### config.mk
export PLATFORM = sky130hd
export DESIGN_NAME = param_stream_sequencer
export DESIGN_NICKNAME = d
export VERILOG_FILES = /design/src/rtl/param_stream_sequencer.sv
export SDC_FILE = /design/constraint.sdc
export NUM_CORES = 1
export LEC_CHECK = 0
export CORE_UTILIZATION = 50
export CTS_BUF_LIST = sky130_fd_sc_hd__clkbuf_4 sky130_fd_sc_hd__clkbuf_8
export CTS_CLUSTER_SIZE = 24
export DETAILED_ROUTE_END_ITERATION = 6
export HOLD_SLACK_MARGIN = 0.08
export PLACE_DENSITY = 0.8
export SETUP_SLACK_MARGIN = 0.4
export SKIP_LAST_GASP = 1
export SLEW_MARGIN = 20
export SYNTH_ARGS = -nofsm -noshare
export SYNTH_HDL_FRONTEND = slang
export SYNTH_SLANG_ARGS = --single-unit
### constraint.sdc
create_clock -name clock -period 2.1 [get_ports clock]
set_clock_uncertainty 0.15 [all_clocks]
set_input_delay 0.21 -clock clock [delete_from_list [all_inputs] [get_ports clock]]
set_output_delay 0.21 -clock clock [all_outputs]
set_load 0.05 [all_outputs]
### src/rtl/param_stream_sequencer.sv
// Streams a small parameter table out of an AXI-Stream style master port,
// one pass per start request, with a single-cycle done pulse at the end.
module param_stream_sequencer #(
  parameter int N_CHANNELS = 2,
  parameter int DATA_WIDTH = 32,
  parameter int DEST_WIDTH = 8,
  parameter int BASE_DEST  = 0,
  parameter logic [N_CHANNELS-1:0][DATA_WIDTH-1:0] INITIAL_VALUES =
    {DATA_WIDTH'(32), DATA_WIDTH'(5)}
) (
  input  logic                  clock,
  input  logic                  reset,
  input  logic                  start,
  output logic                  busy,
  output logic                  done,
  input  logic                  wr_en,
  input  logic [((N_CHANNELS > 1) ? $clog2(N_CHANNELS) : 1)-1:0] wr_addr,
  input  logic [DATA_WIDTH-1:0] wr_data,
  output logic [DATA_WIDTH-1:0] m_tdata,
  output logic [DEST_WIDTH-1:0] m_tdest,
  output logic                  m_tlast,
  output logic                  m_tvalid,
  input  logic                  m_tready
);

  // state  | meaning
  // IDLE   | waiting for start
  // STREAM | entry idx_q presented on the stream port
  // DONE   | one-cycle pass-complete pulse
  localparam int AW = (N_CHANNELS > 1) ? $clog2(N_CHANNELS) : 1;
  localparam logic [AW-1:0] LAST_IDX = AW'(N_CHANNELS - 1);

  typedef enum logic [1:0] {S_IDLE, S_STREAM, S_DONE} state_t;

  state_t                state_q, state_d;
  logic [AW-1:0]         idx_q, idx_d, idx_nxt;
  logic [DATA_WIDTH-1:0] tdata_q, tdata_d;
  logic [DEST_WIDTH-1:0] tdest_q, tdest_d;
  logic                  tlast_q, tlast_d;
  logic [DATA_WIDTH-1:0] table_q [N_CHANNELS];
  logic [DATA_WIDTH-1:0] table_d [N_CHANNELS];

  always_comb begin
    table_d = table_q;
    state_d = state_q;
    idx_d   = idx_q;
    tdata_d = tdata_q;
    tdest_d = tdest_q;
    tlast_d = tlast_q;
    idx_nxt = idx_q + 1'b1;

    for (int i = 0; i < N_CHANNELS; i++) begin
      if (wr_en && (wr_addr == AW'(i))) table_d[i] = wr_data;
    end

    // loads read table_q, so a same-edge write to the loaded index is not seen
    case (state_q)
      S_IDLE: begin
        if (start) begin
          state_d = S_STREAM;
          idx_d   = '0;
          tdata_d = table_q[0];
          tdest_d = DEST_WIDTH'(BASE_DEST);
          tlast_d = (N_CHANNELS == 1);
        end
      end
      S_STREAM: begin
        if (m_tready) begin
          if (idx_q == LAST_IDX) begin
            state_d = S_DONE;
            tlast_d = 1'b0;
          end else begin
            idx_d   = idx_nxt;
            tdata_d = table_q[idx_nxt];
            tdest_d = DEST_WIDTH'(BASE_DEST) + DEST_WIDTH'(idx_nxt);
            tlast_d = (idx_nxt == LAST_IDX);
          end
        end
      end
      S_DONE:  state_d = S_IDLE;
      default: state_d = S_IDLE;
    endcase
  end

  always_ff @(posedge clock) begin
    if (!reset) begin
      state_q <= S_IDLE;
      idx_q   <= '0;
      tdata_q <= '0;
      tdest_q <= DEST_WIDTH'(BASE_DEST);
      tlast_q <= 1'b0;
      for (int i = 0; i < N_CHANNELS; i++) table_q[i] <= INITIAL_VALUES[i];
    end else begin
      state_q <= state_d;
      idx_q   <= idx_d;
      tdata_q <= tdata_d;
      tdest_q <= tdest_d;
      tlast_q <= tlast_d;
      table_q <= table_d;
    end
  end

  assign busy     = (state_q == S_STREAM);
  assign m_tvalid = (state_q == S_STREAM);
  assign done     = (state_q == S_DONE);
  assign m_tdata  = tdata_q;
  assign m_tdest  = tdest_q;
  assign m_tlast  = tlast_q;

endmodule

==> results.toml, run 1 <==
[worst_hold_path]
min_to = "table_q[32]"
min_path_cells = 3
min_from = "reset"
hold_class = "in -> reg"

[sta]
slew_headroom = 0.645
slew_violations = 0
period_share = 0.781
post-route-min-period_ns = 1.64
fmax_mhz = 610
grt_setup_unrepaired = "no"
tns_ns = 0
tightest_slew_ns = 0.534
setup_viol = 0
hold_viol_final = 0

[critical_path]
r2r_end = "m_tdata[9]"
arrival_ns = 1.28
r2r_setup_slack_ns = 0.51
worstSetupStartpointType = "register"
crit_type = "reg -> out"
reg2reg_depth = 4
slowest_stage = "dlygate4sd2_1"
cp_num_cells = 1
required_ns = 1.74
crit_family = "buffers and inverters"
crit_path_end_kind = "output pin"
path_cells = "dlygate4sd2_1"
cp_max_fo = 2
reg2reg_from = "idx_q"
critPathBufInv = 1
slowest_delay_ns = 0.55

[route]
drc = 0
viasPerCell = 5.43
wl_mm = 9.95
final_antenna_net_count = 0
wl_met1_mm = 4.36
routedWlPerCell_um = 14.9
dr_wl_met2_mm = 4.94
firstDrtPassIters = 5
top_layer_used = "met4"
met3_length_um = 514
drtIter0Drc = 308
via_count = 3617

[floorplanning]
floorplan.initialDensity = 0.525
die_w_um = 92.8
dieArea_sq_um = 8610
die_y_um = 92.8
core_sq_um = 7850
num_rows = 32
ioPinCount = 82

[final_layout]
final_cell_mix = "nand2_1, dfxtp_1, a21boi_0, clkdlybuf4s50_1, dlygate4sd2_1"
regArea_sq_um = 2020
fin_nets = 597
layout_commonest_cell = "nand2_1"
layout-drive-gt1-share = 0.0798
diodes = 0
multi_input_area_sq_um = 1880
fill_cells = 682
synthToLayoutAreaGrowth_pct = 23.6

[job]
drv_cap = 0

[synthesis]
yosys_warnings = 0
avgSynthCellArea_sq_um = 8.19
synth.distinct_cells = 22
ys_seq_area_frac = 0.491
synth_area_sq_um = 4120
synth_top_area_share = 0.491
synth_area_leaders = "dfxtp_1, nand2_1, a21boi_0"
ys_seq_elements = 101
synthCells = 503
synth_top_cell_by_area = "dfxtp_1"

[global_route]
grt-ovfl-total = 0
grt_pass1_vias = 3420
grt_max_degree = 102
antenna_found_initial = 0
grt_pass1_wl_mm = 16.3
groute.usage.overall = 0.243

[power]
p_sw_mw = 1.24
clkPwrFrac = 0.309
p_total_mw = 4.20
combinationalPowerShare = 0.189
p_leak_nw = 2.00
power.internal_mw = 2.96
p_seq_frac = 0.502
ir_drop_mv = 0.403
sw_frac_of_total = 0.295
p_per_area_nw_per_um2 = 824

[clocking]
cts_buffers = 9
cts_hold_buf = 0
clkSinkCount = 101
cts_buffer_depth = 2
clk_pin_slew_ns = 0.09
cts_root_buf = "clkbuf_8"
insertion_delay_ns = 0.36
cts_tree = "built"
cts-htree-levels = 3

[placement]
place_congestion = 0.762
io_buffers = 74
dpl.hpwl_mm = 6.06

[status]
status = "completed"
Yosys cell counts, drive strengths merged:
master / count
or3b: 1
nor3b: 3
and2: 1
buf: 26
nand2b: 2
o21ai: 4
nand2: 195
nor2: 1
nor4bb: 2
conb: 1
and4: 1
nor2b: 5
dfxtp: 101
nand3: 4
or2: 1
a21boi: 64
clkbuf: 27
a31oi: 32
o31ai: 32
cells by family (layout without fill, tap and decap cells):
kind of cell           after synthesis  in the layout  synth area share
AOI/OAI and AO/OA                  132            132             0.228
other                                1              7          0.000910
buffers and inverters               53            108            0.0662
and+or+nand+nor                    216            216             0.214
DFF                                101            101             0.491
sequential cells by signal (all words and copies together) (netlist names):
| signal | cells |
|---|---|
| m_tdest | 1 |
| idx_q | 1 |
| m_tlast | 1 |
| table_q | 64 |
| state_q | 2 |
| m_tdata | 32 |
worst max-delay path by stage:
stage | start | to | slack [ns]
floorplan | state_q[0] | m_tvalid | 0.45
global placement | m_tready | m_tdata[16] | 0.24
detailed placement | m_tready | m_tdata[17] | 0.18
CTS | m_tdata[16] | m_tdata[16] | 0.46
global route | idx_q | m_tdata[16] | 0.41
finish | m_tdata[16] | m_tdata[16] | 0.46
final cells by class:
type,count,share of cell area
repair buffers,92,0.166
multi-input cells,355,0.369
well taps,102,0.0251
clock inverters,3,0.00835
flip-flops and latches,101,0.397
clock buffers,13,0.0339
metal layers:
layer,global-route usage,vias up
met5,0,-
met4,0.0910,0
met3,0.0328,16
met2,0.417,115
met1,0.310,1710
li1,-,1776
power by group through the flow:
stage	clock, mW	combinational (mW)	sequential, mW
floorplan	0	0.348	2.34
global placement	0	0.816	2.15
detailed placement	0	0.827	2.15
CTS	1.31	0.792	2.10
global route	1.41	0.848	2.12
finish	1.30	0.792	2.11
through the flow:
| stage | setup WS (ns) | instances | util | instance area (sq um) | hold slack, ns |
|---|---|---|---|---|---|
| 5_1_grt | 0.410 | 666 | 0.649 | 5090 | 0.192 |
| 3_3_place_gp | 0.237 | 650 | 0.625 | 4910 | 0.300 |
| 3_5_place_dp | 0.178 | 650 | 0.625 | 4910 | 0.306 |
| 4_1_cts | 0.463 | 666 | 0.648 | 5090 | 0.173 |
| 6_report | 0.461 | 666 | 0.649 | 5090 | 0.172 |
| 2_1_floorplan | 0.451 | 509 | - | 4150 | 0.184 |
timing repair:
item / 4_1_cts / 5_1_grt
pin swaps: 0 / 1
endpoints found under the setup margin: 42 / 5
resized for setup: 37 / 2
setup buffers: 0 / 0
No activity file was read; power rests on OpenSTA's default activity.
==> inputs of run 2 (changes only) <==
--- a/config.mk
+++ b/config.mk
@@ -5,7 +5,7 @@
 export SDC_FILE = /design/constraint.sdc
 export NUM_CORES = 1
 export LEC_CHECK = 0
-export CORE_UTILIZATION = 50
+export CORE_UTILIZATION = 48
 export CTS_BUF_LIST = sky130_fd_sc_hd__clkbuf_4 sky130_fd_sc_hd__clkbuf_8
 export CTS_CLUSTER_SIZE = 24
 export DETAILED_ROUTE_END_ITERATION = 6
==> constraint.sdc (replaced) <==
create_clock -name clock -period 1.5 [get_ports clock]
set_clock_uncertainty 0.15 [all_clocks]
set_input_delay 0.15 -clock clock [delete_from_list [all_inputs] [get_ports clock]]
set_output_delay 0.15 -clock clock [all_outputs]
set_load 0.05 [all_outputs]
==> results.toml, run 2 (synthesized netlist as in run 1, its figures left out) <==
[power]
ir_drop_mv = 0.652
p_seq_frac = 0.457
p_per_area_nw_per_um2 = 1030
p_leak_nw = 2.44
power.internal_mw = 4.56
sw_frac_of_total = 0.312
clkPwrFrac = 0.268
p_sw_mw = 2.07
combinationalPowerShare = 0.275
p_total_mw = 6.63

[critical_path]
crit_type = "reg -> reg"
required_ns = 1.63
reg2reg_depth = 6
arrival_ns = 1.82
cp_max_fo = 16
worstSetupStartpointType = "register"
reg2reg_from = "state_q[1]"
r2r_end = "m_tdata[27]"
crit_path_end_kind = "register"
r2r_setup_slack_ns = -0.20

[global_route]
groute.usage.overall = 0.283
antenna_found_initial = 0
grt_pass1_wl_mm = 19.1
use_met3 = 0.0491
use_met2 = 0.481
grt-ovfl-total = 0
grt_pass1_vias = 3885
grt.met1_usage = 0.331
grt_busiest_layer = "met2"
grt_max_degree = 51

[worst_hold_path]
min_from = "reset"
min_to = "m_tdata[7]"
hold_class = "in -> reg"
min_path_cells = 3

[final_layout]
largest_reg_flops = 64
largest_register = "table_q"
diodes = 0
final_cell_mix = "nand2_1, dfxtp_1, a21boi_0, buf_12, clkdlybuf4s50_1"
fin_nets = 631
layout-drive-gt1-share = 0.313
final_area_sq_um = 6440
post-route-util = 0.780
synthToLayoutAreaGrowth_pct = 56.3
layout_commonest_cell = "nand2_1"

[clocking]
insertion_delay_ns = 0.37
cts_tree = "built"
cts_root_buf = "clkbuf_8"
clk_pin_slew_ns = 0.11
cts_buffers = 9
clkSinkCount = 101
cts_buffer_depth = 2
cts-htree-levels = 3

[floorplanning]
die_y_um = 94.7
floorplan.initialDensity = 0.499
core_sq_um = 8260
ioPinCount = 82
dieArea_sq_um = 8960
num_rows = 33
die_w_um = 94.7

[sta]
post-route-min-period_ns = 1.70
fmax_mhz = 590
grt_setup_unrepaired = "yes"
period_share = 1.13
setup_viol = 35
slew_violations = 0
worst_slack_ns = -0.195
hold_viol_final = 0
holdWs_ns = 0.0900

[route]
viasPerCell = 6.13
wl_mm = 15.2
routedWlPerCell_um = 21.7
via_count = 4306
final_antenna_net_count = 0
drc = 0
drtIter0Drc = 435
firstDrtPassIters = 6

[placement]
place_congestion = 0.769
place_area_sq_um = 5400
dpl.hpwl_mm = 6.14
io_buffers = 74

[job]
drv_cap = 0

[status]
violations = "setup timing"
status = "finished with violations"
## run 2: changes by cell type in the layout (fill, tap and decap cells not counted), sizes merged
cell / before / now
clkbuf: 13 / 18
clkdlybuf4s50: 36 / 34
bufbuf: 0 / 3
inv: 0 / 1
buf: 22 / 81
dlygate4sd2: 34 / 0
clkinv: 1 / 3
## run 2: through the flow
stage / std cells / TNS [ns] / worst slack (ns)
floorplan: 509 / 0 / 0.0273
global placement: 653 / -7.14 / -0.235
detailed placement: 653 / -8.50 / -0.263
CTS: 685 / -0.230 / -0.0177
global route: 703 / -4.13 / -0.237
finish: 703 / -2.75 / -0.195
## run 2: area by class of cell
class                   count  area, sq um
flip-flops and latches    101         2110
multi-input cells         355         2070
repair buffers            126         1920
fillers                   460         1820
clock buffers              10          138
well taps                 105          131
clock inverters             6         61.3
## run 2: per-layer routing
layer  vias up  share of wire
met3        87          0.092
met2       316           0.49
li1       1866              -
met4         0          0.061
met1      2037           0.35
met5         -              0
## run 2: power by group through the flow
stage / sequential, mW / combinational (mW) / clock (mW)
final: 3.03 / 1.83 / 1.78
after global routing: 3.04 / 1.90 / 1.86
after CTS: 3.01 / 1.55 / 1.74
after floorplan: 3.27 / 0.515 / 0
after global placement: 3.06 / 1.36 / 0
after detailed placement: 3.06 / 1.39 / 0
## run 2: how the worst max path moves through the flow
stage	start	end	depth (start not counted)
2_1_floorplan	state_q[0]	m_tdata[10]	6
4_1_cts	state_q[1]	m_tvalid	3
3_5_place_dp	start	m_tdata[7]	5
5_1_grt	state_q[1]	m_tdata[1]	6
6_report	state_q[1]	m_tdata[27]	6
3_3_place_gp	m_tready	m_tdata[18]	5
## run 2: critical path: stages (launching register included)
cell and delay (ns):
dfxtp_4 0.39, buf_4 0.15, nor3b_4 0.19, buf_4 0.20, clkbuf_16 0.21, nand2_1 0.09
a31oi_1 0.23
## run 2: timing repair
item	CTS	global route
endpoints found under the hold margin	14	1
gates resized for setup	67	61
setup buffers	10	11
pin swaps	7	20
gates cloned	6	7
endpoints found under the setup margin	135	93
==> inputs of run 3 (changes only) <==
--- a/config.mk
+++ b/config.mk
@@ -5,12 +5,12 @@
 export SDC_FILE = /design/constraint.sdc
 export NUM_CORES = 1
 export LEC_CHECK = 0
-export CORE_UTILIZATION = 48
+export CORE_UTILIZATION = 57
 export CTS_BUF_LIST = sky130_fd_sc_hd__clkbuf_4 sky130_fd_sc_hd__clkbuf_8
 export CTS_CLUSTER_SIZE = 24
 export DETAILED_ROUTE_END_ITERATION = 6
 export HOLD_SLACK_MARGIN = 0.08
-export PLACE_DENSITY = 0.8
+export PLACE_DENSITY = 0.89
 export SETUP_SLACK_MARGIN = 0.4
 export SKIP_LAST_GASP = 1
 export SLEW_MARGIN = 20
==> constraint.sdc (replaced) <==
create_clock -name clock -period 2 [get_ports clock]
set_clock_uncertainty 0.15 [all_clocks]
set_input_delay 0.2 -clock clock [delete_from_list [all_inputs] [get_ports clock]]
set_output_delay 0.2 -clock clock [all_outputs]
set_load 0.05 [all_outputs]
==> results.toml, run 3 (synthesized netlist as in run 1, its figures left out) <==
[floorplanning]
core_sq_um = 6910
floorplan.initialDensity = 0.597
dieArea_sq_um = 7580
ioPinCount = 82
die_y_um = 87.0
die_w_um = 87.0
num_rows = 30

[final_layout]
largest_register = "table_q"
layout-drive-gt1-share = 0.148
regArea_sq_um = 2030
diodes = 0
synthToLayoutAreaGrowth_pct = 29.7
multi_input_area_sq_um = 1990
fill_cells = 445
final_area_sq_um = 5340
largest_reg_flops = 64
fin_nets = 602
final_cell_mix = "nand2_1, dfxtp_1, a21boi_0, clkdlybuf4s50_1, o31ai_1"
layout_commonest_cell = "nand2_1"

[global_route]
use_met3 = 0.0360
use_met2 = 0.497
grt_max_degree = 102
grt-ovfl-total = 0
groute.usage.overall = 0.280
antenna_found_initial = 0
grt.met1_usage = 0.338
grt_pass1_vias = 3551
grt_pass1_wl_mm = 16.4
grt_busiest_layer = "met2"

[sta]
post-route-min-period_ns = 1.63
slew_violations = 0
grt_setup_unrepaired = "yes"
period_share = 0.815
fmax_mhz = 613
hold_viol_final = 0
tns_ns = 0
setup_viol = 0

[clocking]
cts_tree = "built"
clk_pin_slew_ns = 0.11
cts_hold_buf = 0
clkSinkCount = 101
cts_root_buf = "clkbuf_8"
cts-htree-levels = 3
insertion_delay_ns = 0.36
cts_buffers = 9
cts_buffer_depth = 2

[route]
final_antenna_net_count = 0
viasPerCell = 5.85
drtIter0Drc = 429
wl_mm = 11.5
drc = 0
firstDrtPassIters = 6
via_count = 3891
routedWlPerCell_um = 17.3

[placement]
dpl.hpwl_mm = 5.86
place_area_sq_um = 4950
place_congestion = 0.807
io_buffers = 74

[critical_path]
required_ns = 2.15
r2r_end = "m_tdata[29]"
worstSetupStartpointType = "register"
reg2reg_depth = 5
crit_type = "reg -> reg"
r2r_setup_slack_ns = 0.37
reg2reg_from = "state_q[1]"
crit_path_end_kind = "register"
cp_max_fo = 7
arrival_ns = 1.78

[power]
ir_drop_mv = 0.651
p_leak_nw = 1.99
p_per_area_nw_per_um2 = 859

[worst_hold_path]
min_path_cells = 3
hold_class = "in -> reg"
min_from = "reset"
min_to = "table_q[34]"

[status]
status = "completed"

[job]
drv_cap = 0
==> run 3: layout make-up <==
| type | instances | area share |
|---|---|---|
| timing repair buffer | 97 | 0.182 |
| clock inverter | 7 | 0.0185 |
| clock buffer | 9 | 0.0232 |
| tap | 96 | 0.0225 |
| multi-input combinational | 355 | 0.373 |
| sequential | 101 | 0.380 |
==> run 3: stage by stage <==
step	std cells	hold slack [ns]	setup slack, ns	power [mW]	util
after detailed placement	640	0.304	0.0886	3.14	0.717
final	665	0.138	0.369	4.59	0.774
after floorplan	509	0.174	0.404	2.82	-
after CTS	657	0.151	0.347	4.49	0.750
after global routing	665	0.156	0.322	4.72	0.774
after global placement	640	0.300	0.175	3.12	0.717
==> run 3: power breakdown <==
part           switching, mW  internal [mW]
Combinational          0.606          0.337
Clock                  0.716          0.711
Sequential            0.0873           2.13
==> run 3: worst max-delay path by stage <==
stage	from	end	slack, ns	depth (start not counted)
after global routing	state_q[1]	m_tdata[15]	0.32	5
after floorplan	state_q[1]	done	0.40	2
after global placement	m_tready	m_tdata[28]	0.18	5
after detailed placement	m_tready	m_tdata[18]	0.09	5
final	state_q[1]	m_tdata[29]	0.37	5
after CTS	m_tdata[23]	m_tdata[23]	0.35	1
==> run 3: routing by layer <==
layer | routed length [um] | share of wire | vias up
li1 | - | - | 1805
met1 | 4500 | 0.39 | 1827
met2 | 5710 | 0.50 | 210
met3 | 862 | 0.075 | 49
met4 | 460 | 0.040 | 0
met5 | 0 | 0 | -
==> run 3: critical path, cell delays in order (launching register included) <==
cell,delay (ns)
dfxtp_4,0.40
nor4bb_4,0.38
buf_4,0.23
clkbuf_16,0.16
o31ai_1,0.08
a31oi_2,0.15
==> run 3: what timing repair did <==
action | 4_1_cts | 5_1_grt
pin swaps | 2 | 2
endpoints found under the setup margin | 69 | 60
endpoints found under the hold margin | 0 | 0
gates resized for setup | 64 | 53
gates cloned | 1 | 4
setup buffers | 0 | 4
